File: src/rtl/timer_pkg.sv
// Shared constants for the serial delay timer command path: frame layout and
// sequencer state encodings.
package timer_pkg;

  localparam int DELAY_W    = 4;
  localparam int FRAME_BITS = 9;

  localparam logic [3:0] PREAMBLE = 4'b1101;

  localparam logic [2:0] ST_IDLE      = 3'd0;
  localparam logic [2:0] ST_PREAMBLE  = 3'd1;
  localparam logic [2:0] ST_GUARD     = 3'd2;
  localparam logic [2:0] ST_PAYLOAD   = 3'd3;
  localparam logic [2:0] ST_WAIT_DONE = 3'd4;
  localparam logic [2:0] ST_ACK       = 3'd5;
  localparam logic [2:0] ST_GAP       = 3'd6;

endpackage

File: src/rtl/timer_cmd_sequencer_cmd_fifo.sv
// Synchronous request FIFO; pointers wrap modulo DEPTH (power of two) and the
// count carries one extra bit so full and empty are unambiguous.
module cmd_fifo #(
  parameter int DEPTH = 4,
  parameter int WIDTH = 4
) (
  input  logic                     clk,
  input  logic                     reset,
  input  logic                     push,
  input  logic                     pop,
  input  logic [WIDTH-1:0]         wdata,
  output logic [WIDTH-1:0]         rdata,
  output logic                     full,
  output logic                     empty,
  output logic [$clog2(DEPTH):0]   count
);
  localparam int AW = $clog2(DEPTH);
  localparam int CW = AW + 1;

  logic [WIDTH-1:0] mem [DEPTH];
  logic [AW-1:0]    wr_ptr;
  logic [AW-1:0]    rd_ptr;
  logic             do_push;
  logic             do_pop;

  assign full    = (count == CW'(DEPTH));
  assign empty   = (count == '0);
  assign do_push = push && !full;
  assign do_pop  = pop && !empty;
  assign rdata   = mem[rd_ptr];

  always_ff @(posedge clk) begin
    if (do_push) mem[wr_ptr] <= wdata;
  end

  always_ff @(posedge clk) begin
    if (reset) begin
      wr_ptr <= '0;
      rd_ptr <= '0;
      count  <= '0;
    end else begin
      if (do_push) wr_ptr <= wr_ptr + AW'(1);
      if (do_pop)  rd_ptr <= rd_ptr + AW'(1);
      count <= count + CW'(do_push) - CW'(do_pop);
    end
  end

endmodule

File: src/rtl/timer_cmd_sequencer.sv
// Serialises queued 4-bit delay requests into framed commands for the serial
// delay timer, acknowledges each completion and guards against a stuck timer.
module timer_cmd_sequencer
  import timer_pkg::*;
#(
  parameter int FIFO_DEPTH     = 4,
  parameter int GAP_CYCLES     = 4,
  parameter int TIMEOUT_CYCLES = 16384
) (
  input  logic               clk,
  input  logic               reset,
  input  logic               req_valid,
  input  logic [DELAY_W-1:0] req_delay,
  output logic               req_ready,
  output logic               ser_data,
  output logic               ack,
  input  logic               tmr_counting,
  input  logic               tmr_done,
  output logic               busy,
  output logic [7:0]         cmd_done_cnt,
  output logic               timeout_err
);
  localparam int WD_W  = $clog2(TIMEOUT_CYCLES + 1);
  localparam int GAP_W = $clog2(GAP_CYCLES + 1);
  localparam int CNT_W = $clog2(FIFO_DEPTH) + 1;

  logic [2:0]         state, state_d;
  logic [3:0]         bit_cnt, bit_cnt_d;
  logic [DELAY_W-1:0] cur_delay, cur_delay_d;
  logic [WD_W-1:0]    wd_cnt, wd_cnt_d;
  logic [GAP_W-1:0]   gap_cnt, gap_cnt_d;
  logic               fifo_full, fifo_empty, fifo_pop;
  logic [DELAY_W-1:0] fifo_head;
  logic [CNT_W-1:0]   fifo_count;
  logic               ser_d, ack_d, timeout_set, cnt_inc;
  logic [1:0]         pay_idx;

  cmd_fifo #(.DEPTH(FIFO_DEPTH), .WIDTH(DELAY_W)) u_fifo (
    .clk   (clk),
    .reset (reset),
    .push  (req_valid),
    .pop   (fifo_pop),
    .wdata (req_delay),
    .rdata (fifo_head),
    .full  (fifo_full),
    .empty (fifo_empty),
    .count (fifo_count)
  );

  assign req_ready = !fifo_full;
  assign busy      = (state != ST_IDLE);

  // bit_cnt spans the whole frame (preamble, guard, payload), so payload bits
  // are indexed from the frame end to send cur_delay MSB first.
  always_comb begin
    state_d     = state;
    bit_cnt_d   = bit_cnt;
    cur_delay_d = cur_delay;
    wd_cnt_d    = wd_cnt;
    gap_cnt_d   = gap_cnt;
    fifo_pop    = 1'b0;
    timeout_set = 1'b0;
    cnt_inc     = 1'b0;
    case (state)
      ST_IDLE: begin
        if (!fifo_empty) begin
          fifo_pop    = 1'b1;
          cur_delay_d = fifo_head;
          bit_cnt_d   = '0;
          state_d     = ST_PREAMBLE;
        end
      end
      ST_PREAMBLE: begin
        bit_cnt_d = bit_cnt + 4'd1;
        if (bit_cnt == 4'd3) state_d = ST_GUARD;
      end
      ST_GUARD: begin
        bit_cnt_d = bit_cnt + 4'd1;
        state_d   = ST_PAYLOAD;
      end
      ST_PAYLOAD: begin
        bit_cnt_d = bit_cnt + 4'd1;
        if (bit_cnt == 4'(FRAME_BITS - 1)) begin
          state_d  = ST_WAIT_DONE;
          wd_cnt_d = '0;
        end
      end
      ST_WAIT_DONE: begin
        if (tmr_done) begin
          state_d = ST_ACK;
        end else if (wd_cnt == WD_W'(TIMEOUT_CYCLES - 1)) begin
          timeout_set = 1'b1;
          state_d     = ST_GAP;
          gap_cnt_d   = '0;
        end else begin
          wd_cnt_d = wd_cnt + WD_W'(1);
        end
      end
      ST_ACK: begin
        cnt_inc   = 1'b1;
        state_d   = ST_GAP;
        gap_cnt_d = '0;
      end
      ST_GAP: begin
        if (gap_cnt == GAP_W'(GAP_CYCLES - 1)) state_d = ST_IDLE;
        else gap_cnt_d = gap_cnt + GAP_W'(1);
      end
      default: state_d = ST_IDLE;
    endcase

    pay_idx = 2'(4'(FRAME_BITS - 1) - bit_cnt_d);
    ser_d   = 1'b0;
    if (state_d == ST_PREAMBLE)     ser_d = PREAMBLE[2'd3 - bit_cnt_d[1:0]];
    else if (state_d == ST_PAYLOAD) ser_d = cur_delay_d[pay_idx];
    ack_d = (state_d == ST_ACK);
  end

  always_ff @(posedge clk) begin
    if (reset) begin
      state        <= ST_IDLE;
      bit_cnt      <= '0;
      cur_delay    <= '0;
      wd_cnt       <= '0;
      gap_cnt      <= '0;
      ser_data     <= 1'b0;
      ack          <= 1'b0;
      cmd_done_cnt <= '0;
      timeout_err  <= 1'b0;
    end else begin
      state     <= state_d;
      bit_cnt   <= bit_cnt_d;
      cur_delay <= cur_delay_d;
      wd_cnt    <= wd_cnt_d;
      gap_cnt   <= gap_cnt_d;
      ser_data  <= ser_d;
      ack       <= ack_d;
      if (cnt_inc)     cmd_done_cnt <= cmd_done_cnt + 8'd1;
      if (timeout_set) timeout_err  <= 1'b1;
    end
  end

  // A timer reporting done is no longer counting; the FIFO never overfills.
  a_done_not_counting: assert property (@(posedge clk) disable iff (reset)
    tmr_done |-> !tmr_counting);
  a_fifo_count_range: assert property (@(posedge clk) disable iff (reset)
    fifo_count <= CNT_W'(FIFO_DEPTH));

endmodule

File: config.mk
export PLATFORM = sky130hd
export DESIGN_NAME = timer_cmd_sequencer
export DESIGN_NICKNAME = d
export VERILOG_FILES = /design/src/rtl/timer_pkg.sv /design/src/rtl/timer_cmd_sequencer_cmd_fifo.sv /design/src/rtl/timer_cmd_sequencer.sv
export SDC_FILE = /design/constraint.sdc
export NUM_CORES = 1
export LEC_CHECK = 0
export BUFFER_PORTS_ARGS = -buffer_cell sky130_fd_sc_hd__buf_2
export CORE_ASPECT_RATIO = 0.5
export CORE_MARGIN = 2
export CORE_UTILIZATION = 60
export CTS_BUF_LIST = sky130_fd_sc_hd__clkbuf_2 sky130_fd_sc_hd__clkbuf_4 sky130_fd_sc_hd__clkbuf_8
export CTS_CLUSTER_SIZE = 20
export DETAILED_ROUTE_END_ITERATION = 10
export GPL_TIMING_DRIVEN = 0
export HOLD_SLACK_MARGIN = 0.05
export PLACE_DENSITY = 0.75
export SKIP_LAST_GASP = 1
export SYNTH_ARGS = -nofsm -noshare
export SYNTH_HDL_FRONTEND = slang
export SYNTH_SLANG_ARGS = --single-unit
File: constraint.sdc
create_clock -name clk -period 5.35 [get_ports clk]
set_input_delay 0.535 -clock clk [delete_from_list [all_inputs] [get_ports clk]]
set_output_delay 0.535 -clock clk [all_outputs]
set_load 0.02 [all_outputs]
Yosys cells after proc, flatten, opt, wreduce, memory -nomap -nowiden
Memories as Yosys holds them, arrays and structs flattened. A register that Yosys moved wholly into a read port is not among the register bits.
Index checks and enable logic that the tools add are counted.
- bits in registers: 47
- bits in writable memories: 16
- input bits: 9
- output and inout port bits: 13
- memories: 1
- memories (memory ; words ; width ; rd ports ; clocked after memory_dff ; wr ports ; line ; source):
    u_fifo.mem ; 4 ; 4 ; 1 ; 1 ; 1 ; timer_cmd_sequencer_cmd_fifo.sv:20 ; logic [WIDTH-1:0] mem [DEPTH];
- add/subtract/negate cells: 10
- order comparisons: 2
- eq/ne operators: 19
- multiplexer cells: 35
- reduce and logical (&&, ||, !) cells: 12
- operators with widths (operator ; count):
    2-to-1 mux 15 bit ; 3
    one-hot mux 15 bit (2 select lines) ; 1
    2-to-1 mux 3 bit ; 9
    one-hot mux 3 bit (7 select lines) ; 1
    adder 15 x 1 -> 15 bit, second input constant ; 1
    == test 15 x 14 -> 1 bit, second input constant ; 1
    == test 3 bit, second input constant ; 5
    == test 3 x 2 -> 1 bit, second input constant ; 4
    2-to-1 mux 1 bit ; 12
    2-to-1 mux 4 bit ; 3
    != test 2 bit, second input constant ; 5
    one-hot mux 3 bit (3 select lines) ; 1
    adder 8 x 1 -> 8 bit, second input constant ; 1
    one-hot mux 4 bit (2 select lines) ; 1
    AND reduction 4 bit ; 2
    == test 3 x 1 -> 1 bit, second input constant ; 2
    zero test 3 bit ; 2
    < comparator 2 x 3 -> 1 bit, second input constant ; 2
    nonzero test 3 bit ; 2
    adder 2 x 1 -> 2 bit, second input constant ; 2
    adder 4 x 1 -> 4 bit, second input constant ; 1
    binary-select mux 1 bit (select 2 bit) ; 2
    == test 4 x 2 -> 1 bit, second input constant ; 1
    == test 4 bit, second input constant ; 1
    other kinds (10) ; 13

Longest topological paths before layout
- depth in word-level cells: 8
- depth in mapped cells: 12
- gate-level depth less buffers: 11

Hierarchy
From an unflattened synthesis, not the netlist that was laid out.
- cell total of the unflattened synthesis: 292
- area total of the unflattened synthesis: 3041.7 µm²
- by module, submodules not included (module ; times used ; cells an instance ; area an instance (µm²) ; seq. area each (µm²)):
    timer_cmd_sequencer ; 1 ; 221 ; 1995.7 ; 800.8
    cmd_fifo ; 1 ; 71 ; 1046.0 ; 660.6

Worst setup path before layout
Ideal clock, no wire load.
- path kind: register to register
- start point: register state[1]
- end point: register u_fifo.count[2]
- library setup time: 128 ps
- data arrival time: 2471 ps
- required time: 5222 ps
- path slack: 2751 ps
- stages on the path, launching flop included: 13
- buffers on the path: 1
- path through: dfxtp_1 -> or3_1 -> or2_1 -> clkbuf_1 -> inv_2 -> ha_1 -> inv_1 -> ha_1 -> inv_1 -> fa_1 -> xor2_1 -> xnor2_1 -> nor2_1
- word-level cells in the longest chain between the ends: 4
- RTL lines (what ; line ; source):
    start: declaration ; timer_cmd_sequencer.sv:27 ; logic [2:0] state, state_d;
    start signal: assignment ; timer_cmd_sequencer.sv:130 ; state <= state_d;
    zero test 3 bit ; timer_cmd_sequencer.sv:64 ; case (state)
    2-to-1 mux 1 bit ; timer_cmd_sequencer.sv:64 ;
    logical AND 1 bit ; timer_cmd_sequencer_cmd_fifo.sv:29 ; assign do_pop = pop && !empty;
    named net u_fifo.do_pop ; timer_cmd_sequencer_cmd_fifo.sv:24 ; logic do_pop;
    subtractor 3 x 1 -> 3 bit ; timer_cmd_sequencer_cmd_fifo.sv:44 ; count <= count + CW'(do_push) - CW'(do_pop);
    end signal: assignment ; timer_cmd_sequencer_cmd_fifo.sv:44 ;
    end: declaration ; timer_cmd_sequencer_cmd_fifo.sv:15 ; output logic [$clog2(DEPTH):0] count
The timed path passes the listed nets, and every way through them passes these cells.
A chain may end at the register's enable or synchronous reset.

Worst setup path in the final report
Same ends and word-level chain as after synthesis.

==> impl_metrics.json <==
{
  "timing.final.hold_violations": 0,
  "fin_skew_ns": 0.0117,
  "p_switching_uw": 428,
  "num_antenna_cells": 0,
  "clock_latency_ns": 0.34,
  "finalSetupViolCount": 0,
  "p_int_uw": 926,
  "peakVddDrop_v": 0.000276,
  "routedWlPerCell_um": 13.7,
  "rsz0062_at_grt": "no",
  "power_density_nw_per_um2": 398,
  "track_usage_pct": 21.9,
  "synth_common_cells": "dfxtp_1, nor2_1, a21oi_1, nand2_1, edfxtp_1",
  "p_comb_share_pct": 24.4,
  "grt_max_degree": 14,
  "avgSynthCellArea_um2": 10.1,
  "cts_tree": "built",
  "clk_path_buf_depth": 2,
  "finalCritPeriodShare_pct": 51.6,
  "setup_tns_ns": 0,
  "core-area_um2": 4890,
  "via_count": 2262,
  "endpoint_kind": "register",
  "cp_max_fo": 10,
  "cts_root_buf": "clkbuf_8",
  "cts_made_buffers": 9,
  "holdBufCountCts": 0,
  "synth-edff-count": 16,
  "slew_viol_final": 0,
  "initial_core_util_pct": 61.8,
  "postRouteWirelength_mm": 5.53,
  "syn_to_final_growth_pct": 12.7,
  "yosysMostFrequentCell": "dfxtp_1",
  "p_seq_share_pct": 44.6,
  "critPathRequiredTime_ns": 5.57,
  "viasPerCell": 5.59,
  "p_leak_uw": 0.00129,
  "ant_nets": 0,
  "switching_share_pct": 31.6,
  "rows": 18,
  "synthArstFlopShare_pct": 0,
  "synth_ff_type": "dfxtp_1",
  "yosys-top-cells-area": "dfxtp_1, edfxtp_1, ha_1",
  "fill_cells": 381,
  "fmax_mhz": 362,
  "gp_congestion": 0.833,
  "port_buffers": 19,
  "synthDominantCellAreaShare_pct": 32.5,
  "path_class": "register to register",
  "die_h_um": 54.2,
  "clk_pin_slew_ns": 0.08,
  "die_area_um2": 5650,
  "synthesis.area_um2": 3020,
  "power.clock.fraction_pct": 31.0,
  "cts_resized": 0,
  "drcViolationCount": 0,
  "cts.sinks": 65,
  "status": "completed",
  "grt.overflow.total": 0,
  "grt_pass1_wl_mm": 9.37,
  "synth_largest_area_cell": "dfxtp_1",
  "drt_first_pass_iters": 6,
  "fin_crit_ns": 2.76,
  "worst_pin_slew_ns": 0.532,
  "max_cap_violations": 0,
  "fin_hold_ws_ns": 0.407,
  "ios": 22,
  "cts_setup_buffers": 0,
  "fin_ws_ns": 2.59,
  "dieWidth_um": 104,
  "ys_seq_elements": 65,
  "num-nets-final": 353,
  "ys_seq_area_share_pct": 48.4,
  "place_ws_ns": 2.61,
  "layout-drive-gt1-share_pct": 15.2,
  "antenna_found_initial": 0,
  "cts_max_level": 3,
  "final_util_pct": 69.6,
  "multi_input_area_um2": 1470,
  "hold_path.class": "input pin to register",
  "netlist_instances": 300,
  "grt_pass1_vias": 2193,
  "drt_iter0_drc": 81,
  "synth_nets": 323,
  "register_area_um2": 1460,
  "max_slew_margin_pct": 64.4,
  "arrival_ns": 2.98,
  "cp-start-kind": "register",
  "yosys_warnings": 0,
  "synth_cell_types": 54,
  "hpwl_mm": 4.14
}
through the flow:
stage / total power (uW) / instance area (um2) / instances
after CTS: 1360 / 3400 / 405
after detailed placement: 944 / 3200 / 389
final: 1350 / 3400 / 405
after floorplan: 869 / 3020 / 300
after global routing: 1440 / 3400 / 405
after global placement: 930 / 3200 / 389
cell type report:
type | instances | share of cell area, %
multi-input cells | 211 | 43.1
flip-flops and latches | 65 | 43.0
clock buffers | 9 | 3.64
repair buffers | 19 | 2.80
well taps | 70 | 2.57
clock inverters | 7 | 2.24
inverters | 15 | 1.66
plain buffers | 9 | 0.993
power by group through the flow:
stage	Clock [uW]	Sequential, uW	Combinational, uW
after floorplan	0	610	260
after global placement	0	612	318
after detailed placement	0	616	328
after CTS	425	605	331
after global routing	447	613	380
final	420	604	330
cells by family (layout without fill, tap and decap cells):
| kind of cell | after synthesis | count (layout) | share of synthesized area, % |
|---|---|---|---|
| and+or+nand+nor | 120 | 120 | 21.3 |
| adders and majority gates | 14 | 14 | 6.05 |
| DFF | 65 | 65 | 48.4 |
| muxes | 10 | 10 | 5.47 |
| buffers and inverters | 24 | 59 | 2.98 |
| xor gates and xnor gates | 14 | 14 | 4.06 |
| AOI/OAI and AO/OA | 53 | 53 | 11.7 |
flip-flops by register name, summed over array words and instances (netlist names), 2 cells and up, named ones only:
name,flops
gap_cnt,3
u_fifo.mem,16
u_fifo.rd_ptr,2
wd_cnt,15
cur_delay,4
state,3
u_fifo.wr_ptr,2
cmd_done_cnt,8
bit_cnt,4
u_fifo.count,3
worst max-delay path, stage by stage, from the launching register on:
cell and delay, ns:
dfxtp_1 0.39, or3_1 0.42, or2_1 0.22, clkbuf_1 0.16, inv_2 0.20, ha_1 0.27
inv_1 0.06, ha_1 0.14, inv_1 0.05, fa_1 0.37, xor2_1 0.17, xnor2_1 0.14
nor2_1 0.06
layout by cell type (no fill, tap or decap), types with 3 or more instances in the layout:
cell type / count
inv_6: 3
mux4_2: 5
inv_1: 14
o21ai_0: 12
ha_1: 13
nand3_1: 8
nand4_1: 3
clkbuf_1: 6
buf_1: 3
nor2b_1: 3
nand2_1: 24
dfxtp_1: 49
nor2_1: 32
clkbuf_8: 9
mux2i_1: 3
a21oi_1: 26
buf_2: 19
xor2_1: 8
and3_1: 8
nor3_1: 7
nand2b_1: 4
xnor2_1: 6
edfxtp_1: 16
or3_1: 11
final timing paths:
check / from / end / slack (ns) / cells after the start
worst min register to register: cur_delay[0]$_SDFF_PP0_ / cur_delay[0]$_SDFF_PP0_ / 0.46 / 2
worst max register to register: state[1]$_SDFF_PP0_ / u_fifo.count[2]$_SDFF_PP0_ / 2.59 / 12
worst max-delay path: state[1]$_SDFF_PP0_ / u_fifo.count[2]$_SDFF_PP0_ / 2.59 / 12
worst min-delay path: req_delay[0] / u_fifo.mem[2][0]$_DFFE_PP_ / 0.41 / 1
routing by layer:
layer	up-vias	GRT usage [%]	share of wire, %	routed length, um
li1	1137	-	-	-
met3	13	6.54	3.5	193
met5	-	0	0	0
met4	0	10.4	1.3	71
met2	54	41.2	50	2780
met1	1058	23.8	45	2480
Note: power is estimated with default switching activity, not from simulation.
